===== src/rtl/countdown_timer.sv =====
// Countdown timer: loads a packed {mm, ss} preset, counts down once per tick,
// and flags expiry with a one-cycle done pulse and a sticky expired level.
module countdown_timer #(
   parameter int unsigned MAX_MIN = 59
) (
   input  logic        clk,
   input  logic        rst,
   input  logic        tick,
   input  logic        load,
   input  logic [11:0] time_in,
   input  logic        start,
   input  logic        pause,
   input  logic        clear,
   output logic [11:0] time_out,
   output logic        running,
   output logic        expired,
   output logic        done
);

   typedef enum logic [2:0] {
      IDLE,
      READY,
      RUN,
      PAUSE,
      EXPIRED
   } state_t;

   localparam logic [5:0] MAX_MM = 6'(MAX_MIN);
   localparam logic [5:0] MAX_SS = 6'd59;

   state_t     state_q, state_d;
   logic [5:0] mm_q, mm_d;
   logic [5:0] ss_q, ss_d;
   logic       done_q, done_d;

   logic [5:0] ld_mm, ld_ss;
   logic [5:0] dec_mm, dec_ss;

   // Each field saturates independently, so 12'hFFF loads as MAX_MIN:59.
   assign ld_mm = (time_in[11:6] > MAX_MM) ? MAX_MM : time_in[11:6];
   assign ld_ss = (time_in[5:0]  > MAX_SS) ? MAX_SS : time_in[5:0];

   always_comb begin
      dec_mm = mm_q;
      dec_ss = ss_q;
      if (ss_q != '0) begin
         dec_ss = ss_q - 6'd1;
      end else begin
         dec_mm = mm_q - 6'd1;
         dec_ss = MAX_SS;
      end
   end

   // Strict priority chain: an asserted-but-ignored command still consumes
   // the cycle, so lower-priority inputs never act alongside it.
   always_comb begin
      state_d = state_q;
      mm_d    = mm_q;
      ss_d    = ss_q;
      done_d  = 1'b0;
      if (clear) begin
         state_d = IDLE;
         mm_d    = '0;
         ss_d    = '0;
      end else if (load) begin
         mm_d    = ld_mm;
         ss_d    = ld_ss;
         state_d = ((ld_mm == '0) && (ld_ss == '0)) ? IDLE : READY;
      end else if (pause) begin
         if (state_q == RUN) begin
            state_d = PAUSE;
         end
      end else if (start) begin
         if ((state_q == READY) || (state_q == PAUSE)) begin
            state_d = RUN;
         end
      end else if (tick) begin
         if (state_q == RUN) begin
            mm_d = dec_mm;
            ss_d = dec_ss;
            if ((dec_mm == '0) && (dec_ss == '0)) begin
               state_d = EXPIRED;
               done_d  = 1'b1;
            end
         end
      end
   end

   always_ff @(posedge clk or posedge rst) begin
      if (rst) begin
         state_q <= IDLE;
         mm_q    <= '0;
         ss_q    <= '0;
         done_q  <= 1'b0;
      end else begin
         state_q <= state_d;
         mm_q    <= mm_d;
         ss_q    <= ss_d;
         done_q  <= done_d;
      end
   end

   assign time_out = {mm_q, ss_q};
   assign running  = (state_q == RUN);
   assign expired  = (state_q == EXPIRED);
   assign done     = done_q;

endmodule


===== config.mk =====
export PLATFORM = sky130hd
export DESIGN_NAME = countdown_timer
export DESIGN_NICKNAME = d
export VERILOG_FILES = /design/src/rtl/countdown_timer.sv
export SDC_FILE = /design/constraint.sdc
export NUM_CORES = 1
export LEC_CHECK = 0
export ABC_AREA = 1
export BUFFER_PORTS_ARGS = -buffer_cell sky130_fd_sc_hd__buf_2
export CAP_MARGIN = 0
export CORE_UTILIZATION = 52
export DETAILED_ROUTE_END_ITERATION = 12
export PLACE_DENSITY_LB_ADDON = 0.1
export SLEW_MARGIN = 25
export SYNTH_ARGS = -nofsm -noshare
export SYNTH_HDL_FRONTEND = slang
export SYNTH_SLANG_ARGS = --single-unit

===== constraint.sdc =====
create_clock -name clk -period 2.5 [get_ports clk]
set_clock_uncertainty 0.1 [all_clocks]
set_input_delay 0.25 -clock clk [delete_from_list [all_inputs] [get_ports clk]]
set_output_delay 0.25 -clock clk [all_outputs]
set_load 0.05 [all_outputs]

-- Word level (Yosys, flattened, before mapping)
Cells that the tools add are included.
- register bits after elaboration: 16
- input bits: 19
- output and inout port bits: 15
- add/sub/neg operators: 2
- order comparisons: 2
- equality and inequality tests: 8
- mux-type cells: 33
- reductions and logical operators: 15
- operators by type and width (cell ; count):
    $mux W6 ; 16
    $mux W3 ; 9
    $logic_not A6 Y1 ; 4
    $gt A6 B6 Y1 const B ; 2
    $sub A6 B1 Y6 const B ; 2
    $reduce_bool A5 Y1 ; 2
    $mux W1 ; 8
    $eq A3 B2 Y1 const B ; 2
    $ne A3 B2 Y1 const B ; 2
    $reduce_bool A3 Y1 ; 2
    $reduce_bool A6 Y1 ; 1
    $ne A5 B2 Y1 const B ; 1
    $reduce_and A5 Y1 ; 1
    $ne A4 B2 Y1 const B ; 1
    $reduce_and A4 Y1 ; 1
    $reduce_bool A4 Y1 ; 1
    $eq A3 B1 Y1 const B ; 1
    $eq A3 B3 Y1 const B ; 1
    $logic_and A1 B1 Y1 ; 2
    $logic_or A1 B1 Y1 ; 1

-- Longest topological paths before layout
Gate-level depths: netlist (run 1).
- depth in word-level cells: 11
- gate-level depth with buffers: 15

-- Least setup slack after synthesis (run 1)
OpenSTA, ideal clock, no wires.
- kind: reg2reg
- start point: register ss_q[0]
- end point: register state_q[0]
- arrival time: 1.932 ns
- required time: 2.284 ns
- path slack: 0.351 ns
- stages on the path, launching flop included: 15
- buffers on the path: 0
- clock period less this slack: 2.149 ns
- cell sequence: dfrtp_1 -> inv_1 -> ha_1 -> inv_2 -> nor2_4 -> nand3_4 -> inv_2 -> nand2_1 -> nand2_1 -> inv_1 -> nand2_1 -> nor2_2 -> nand3_2 -> nand3_1 -> nand2_1
- longest elaborated chain between the ends: 6
- RTL lines (what ; RTL line ; source):
    start, declared ; 33 ; logic [5:0] ss_q, ss_d;
    start signal, assigned ; 98 ; ss_q <= ss_d;
    $sub A6 B1 Y6 / $reduce_bool A6 Y1 (equally long branches) ; 47, 46 ;
    $mux W6 ; 46 ; if (ss_q != '0) begin
    $logic_not A6 Y1 ; 81 ; if ((dec_mm == '0) && (dec_ss == '0)) begin
    $logic_and A1 B1 Y1 (*) ; 81 ;
    $reduce_bool A5 Y1 (no line) (*) ; -- ;
    $reduce_and A5 Y1 (no line) (*) ; -- ;
    end signal, assigned ; 96 ; state_q <= state_d;
    end, declared ; 31 ; state_t state_q, state_d;
Mark *: on every way between the ends. The rest lies on a longest branch, timed or not.
A chain may end at the register's enable or synchronous reset.

-- Worst setup path after layout (run 1)
Same ends and word-level chain as after synthesis.

==> impl_metrics.yaml, run 1 <==
cells_and_area:
  diodes: 0
  multi_input_area_um2: 733.2
  nFillCells: 214
  drive_gt1_share_pct: 22.61
  final_area_um2: 1493
  seqCellArea_um2: 400.4
  nets: 253
  syn2layout_area_growth_pct: 20.14
worst_setup_path:
  cp-end-kind: "flip-flop"
  path_max_fanout: 9
  critPathTopFamily: "simple AND/OR/NAND/NOR gates"
  crit_required_ns: 2.59
  critPathArrivalTime_ns: 2.19
  crit_buf_inv: 3
  path_cells: "inv_1 > ha_1 > inv_2 > nor2_4 > nand3_4 > inv_2 > nand2_1 > o21ai_1 > nand2_1 > nor2_2 > nand3_2 > nand3_1 > nand2_1"
  r2r-start: "ss_q[0]$_DFFE_PP0P_"
  critical_path_class: "flip-flop to flip-flop"
  cp_common_cell: "nand2_1"
  startpoint_type: "flip-flop"
  cpMaxStageDelayCell: "dfrtp_1"
  crit_start: "ss_q[0]$_DFFE_PP0P_"
  slowest_delay_ns: 0.42
cts:
  clock-sinks: 16
  clock_latency_ns: 0.29
  clk_path_buf_depth: 2
  post-cts-setup-buffers: 0
  clockRootBuffer: "clkbuf_4"
  numCtsBuffers: 3
  h-tree-depth: 1
  cts_tree: "built"
  clkTransAtPathRegs_ns: 0.10
placed_design:
  dp_hpwl_um: 2583
  gp_congestion: 0.9228
  dpl_cell_area_um2: 1446
  port_buffers: 33
detailed_routing:
  drt_pass1_iterations: 4
  drt_iter0_markers: 57
  drc_errors: 0
  ant_nets: 0
  wl_um: 3338
  vias_per_cell: 5.388
  avgRoutedWirePerCell_um: 12.94
  vias: 1390
yosys:
  yosysSeqAreaShare_pct: 32.23
  synth-edff-count: 0
  ys_types: 27
  netlist_area_um2: 1242
  synth_area_leader_cell: "dfrtp_1"
  synth_top_area_share_pct: 32.23
  synth_ff_type: "dfrtp_1"
  ys_top_cells_by_area: "dfrtp_1, nand2_1, nor2_1, nand3_1, inv_1"
  synth_cells: 193
  yosysMostFrequentCell: "nand2_1"
  syn_nets: 215
  async_flop_share_pct: 100.0
  ys_warn_count: 0
  synth_seq_cells: 16
  synth_top_cells_by_count: "nand2_1, nor2_1, inv_1"
  syn_area_per_cell_um2: 6.438
timing:
  tightest_slew_ns: 0.6406
  hold_viol: 0
  rsz0062_at_grt: "no"
  post-route-period-util_pct: 84.19
  final-setup-viol-count: 0
  max_freq_ghz: 0.4751
  final-max-slew-violation-count: 0
  tns_ns: 0
  period_needed_ns: 2.105
  max_slew_margin_pct: 57.25
grt:
  grtUsageTotal_pct: 29.12
  grt_max_degree: 17
  grt_remaining_overflow: 0
  antenna_found_initial: 0
  grt_pass1_vias: 1270
  grt_pass1_wl_um: 5623
power:
  power_w: 0.0008978
  ir_drop_v: 0.0005098
  leakage_nw: 0.8176
  p_per_area_nw_per_um2: 601.5
flow_run:
  maxCapViolations: 0
floorplanning:
  row_count: 17
  io_pins: 34
  fp.coreArea_um2: 2233
  dieWidth_um: 50.88
  fp.dieH_um: 50.88
  start_util_pct: 55.63
  die_area_um2: 2589
worst_hold_path:
  hp-start: "time_in[10]"
  holdCritPathClass: "input pin to flip-flop"
outcome:
  status: "finished clean"
[cells in the final DEF, fill, tap and decap left out, drive strengths merged, types with 2 or more instances in the layout]
cell type,instances
nor2,32
nand3,22
dfrtp,16
buf,35
a21oi,2
nand4,4
nand2,55
o22ai,10
o21ai,10
nor3,2
inv,26
ha,3
clkbuf,4
[final cells by class]
class / instances / share of cell area (%)
sequential: 16 / 26.82
timing repair buffer: 36 / 12.74
inverter: 26 / 6.538
tap: 28 / 2.347
clock buffer: 4 / 2.431
multi-input combinational: 148 / 49.12
[cell families (layout without fill, tap and decap cells)]
logic type | count (synthesis) | count (layout) | synth area share, %
fa+ha+maj | 3 | 3 | 3.021
simple gates | 118 | 118 | 43.00
compound gates | 27 | 27 | 12.99
buf+inv | 29 | 66 | 8.761
flops | 16 | 16 | 32.23
[stage by stage]
step / util, % / instances / worst slack, ns / hold WS [ns]
floorplan: - / 193 / 0.3514 / 0.06374
global placement: 64.76 / 253 / 0.4990 / 0.2497
detailed placement: 64.76 / 253 / 0.4318 / 0.2656
CTS: 66.83 / 258 / 0.4016 / 0.1490
global route: 66.83 / 258 / 0.1857 / 0.1891
finish: 66.83 / 258 / 0.3952 / 0.1434
[registers in the layout (all words and copies together), names as in the netlist]
| register | flops |
|---|---|
| mm_q | 6 |
| ss_q | 6 |
| state_q | 3 |
| done | 1 |
[path summary, 6_finish.rpt]
check | slack (ns) | cells past startpoint | endpoint
min reg2reg | 0.46 | 2 | state_q[1]$_DFFE_PP0P_
max in group asynchronous | 1.41 | 3 | mm_q[3]$_DFFE_PP0P_
min | 0.14 | 3 | mm_q[4]$_DFFE_PP0P_
max reg2reg | 0.40 | 13 | state_q[0]$_DFFE_PP0P_
min in group asynchronous | 0.48 | 3 | ss_q[4]$_DFFE_PP0P_
max | 0.40 | 13 | state_q[0]$_DFFE_PP0P_
[worst reg2reg max path, cell delays in order, from the launching register on]
cell and delay, ns:
dfrtp_1 0.42, inv_1 0.16, ha_1 0.25, inv_2 0.07
nor2_4 0.11, nand3_4 0.14, inv_2 0.12, nand2_1 0.05
o21ai_1 0.10, nand2_1 0.09, nor2_2 0.13, nand3_2 0.11
nand3_1 0.09, nand2_1 0.06
[power by group]
part / internal [W] / total [W] / switching [W] / leakage, nW
Combinational: 0.000123 / 0.000402 / 0.000279 / 0.588
Clock: 0.0000887 / 0.000176 / 0.0000877 / 0.0210
Sequential: 0.000284 / 0.000319 / 0.0000353 / 0.209
Total: 0.000496 / 0.000898 / 0.000402 / 0.818
[per-layer routing]
metal  global-route usage, %  part of all wire (%)
met1                   39.47                    44
met5                       0                     0
met2                   48.22                    48
met4                   9.722                   1.1
met3                   3.274                   6.4
[timing repair]
item / CTS / global route
hold buffers: 1 / 0
hold endpoints to repair: 16 / 0
endpoints found under the setup margin: 0 / 0
gates resized for setup: 0 / 0
(Power assumes the default switching activity.)
==> inputs of run 2 (changes only) <==
- CORE_UTILIZATION: 52 -> 47
- clock period: 2.5 -> 1.7 ns (I/O delays scaled with it)
==> impl_metrics.yaml, run 2 (synthesized netlist as in run 1, its figures left out) <==
outcome:
  status: "finished with violations"
  violations: "negative setup slack"
detailed_routing:
  vias: 1508
  avgRoutedWirePerCell_um: 13.38
  drt_pass1_iterations: 4
  drt_iter0_markers: 50
  drc_errors: 0
  vias_per_cell: 5.444
  wl_um: 3707
  ant_nets: 0
timing:
  max_freq_ghz: 0.5250
  rsz0062_at_grt: "yes"
  post-route-period-util_pct: 112.0
  tns_ns: -0.7228
  hold_viol: 0
  final-max-slew-violation-count: 0
  fin_ws_ns: -0.2048
  tightest_slew_ns: 0.6684
  max_slew_margin_pct: 55.39
  final-setup-viol-count: 4
  period_needed_ns: 1.905
grt:
  grt_remaining_overflow: 0
  grt_max_degree: 17
  grt_pass1_wl_um: 6141
  antenna_found_initial: 0
  grt_pass1_vias: 1395
  grtUsageTotal_pct: 30.04
power:
  seq_power_share_pct: 33.4
  leakage_nw: 0.8925
  switching_share_pct: 45.46
  p_clk_share_pct: 16.2
  intPower_w: 0.0007633
  power_w: 0.001400
  ir_drop_v: 0.0006303
  combPwrFrac_pct: 50.4
  p_per_area_nw_per_um2: 836.0
  switching_power_w: 0.0006362
worst_setup_path:
  startpoint_type: "flip-flop"
  crit_required_ns: 1.80
  critical_path_class: "flip-flop to flip-flop"
  cp-end-kind: "flip-flop"
  path_max_fanout: 8
  critPathArrivalTime_ns: 2.00
cts:
  clock_latency_ns: 0.30
  cts_tree: "built"
  clk_path_buf_depth: 2
  numCtsBuffers: 3
  clkTransAtPathRegs_ns: 0.10
  clockRootBuffer: "clkbuf_4"
  h-tree-depth: 1
  clock-sinks: 16
placed_design:
  gp_congestion: 0.8918
  dpl_cell_area_um2: 1564
  port_buffers: 33
  dp_hpwl_um: 2822
floorplanning:
  row_count: 18
  dieWidth_um: 53.42
  start_util_pct: 50.15
  fp.dieH_um: 53.42
  die_area_um2: 2853
  fp.coreArea_um2: 2477
  io_pins: 34
worst_hold_path:
  holdCritPathClass: "input pin to flip-flop"
cells_and_area:
  drive_gt1_share_pct: 33.60
  final_area_um2: 1674
  mostFrequentLayoutCell: "nand2_1"
  syn2layout_area_growth_pct: 34.74
  top_regs: "mm_q: 6 flops, ss_q: 6 flops, state_q: 3 flops"
  diodes: 0
  mostFrequentLayoutCells: "nand2_1, buf_2, nor2_1"
  nets: 270
flow_run:
  maxCapViolations: 0
-- run 2: cell count changes in the layout (fill, tap and decap cells not counted), moves of 2 or more --
cell     previous run  this run
dfrtp_1            16        12
inv_1              22        20
buf_4               2        19
nand2_2             1         3
nand2_1            54        52
inv_4               0         3
dfrtp_2             0         4
-- run 2: cell type report --
type	instances	area (um2)
Inverter	26	105.1
Timing Repair Buffer	53	317.8
Tap cell	30	37.54
Fill cell	239	803.3
Clock buffer	4	26.28
Multi-Input combinational cell	148	782.0
Sequential cell	16	405.4
-- run 2: power groups by stage --
stage	Clock (W)	Combinational [W]	Sequential (W)
after detailed placement	0	0.000651	0.000475
final	0.000227	0.000706	0.000467
after global placement	0	0.000640	0.000473
after floorplan	0	0.000340	0.000589
after global routing	0.000240	0.000773	0.000474
after CTS	0.000224	0.000673	0.000468
-- run 2: worst paths after layout --
kind                                   startpoint                      to  slack, ns  cells past startpoint
max                           ss_q[0]$_DFFE_PP0P_  state_q[0]$_DFFE_PP0P_      -0.20                     13
max reg2reg                   ss_q[0]$_DFFE_PP0P_  state_q[0]$_DFFE_PP0P_      -0.20                     13
max in group asynchronous                     rst     mm_q[1]$_DFFE_PP0P_       0.63                      3
min                                   time_in[10]     mm_q[4]$_DFFE_PP0P_       0.06                      3
min in group asynchronous                     rst     ss_q[2]$_DFFE_PP0P_       0.40                      3
min reg2reg                state_q[1]$_DFFE_PP0P_  state_q[1]$_DFFE_PP0P_       0.45                      2
-- run 2: worst max-delay path, stage by stage (launching register included) --
cell and delay (ns):
dfrtp_2 0.44, inv_4 0.07, ha_4 0.15, inv_4 0.04, nor2_4 0.10, nand3_4 0.14, nand2_2 0.10, nand2_1 0.05
nor2_1 0.09, nand2_1 0.08, nor2_2 0.16, nand3_2 0.13, nand3_1 0.09, nand2_1 0.05
-- run 2: metal layers --
metal / global-route usage [%] / part of all wire (%) / vias up
met1: 36.72 / 42 / 691
met3: 3.448 / 6.0 / 13
met5: 0 / 0 / -
met4: 14.04 / 2.7 / 0
met2: 51.46 / 49 / 59
li1: - / - / 745
-- run 2: what timing repair did --
| item | CTS | global route |
|---|---|---|
| hold buffers | 1 | 0 |
| setup endpoints to repair | 4 | 6 |
| hold endpoints to repair | 16 | 0 |
| cloned | 0 | 0 |
| buffers inserted | 3 | 2 |
| resized for setup | 5 | 5 |
| pin swaps | 1 | 1 |
-- run 2: per-stage QoR --
step	hold slack [ns]	util, %	setup WS [ns]	cells
after floorplan	-0.01653	-	-0.1761	193
after global placement	0.1795	63.13	-0.07727	267
after detailed placement	0.1982	63.13	-0.1537	267
after CTS	0.07026	66.26	-0.1859	275
after global routing	0.08909	67.58	-0.3379	277
final	0.06066	67.58	-0.2048	277
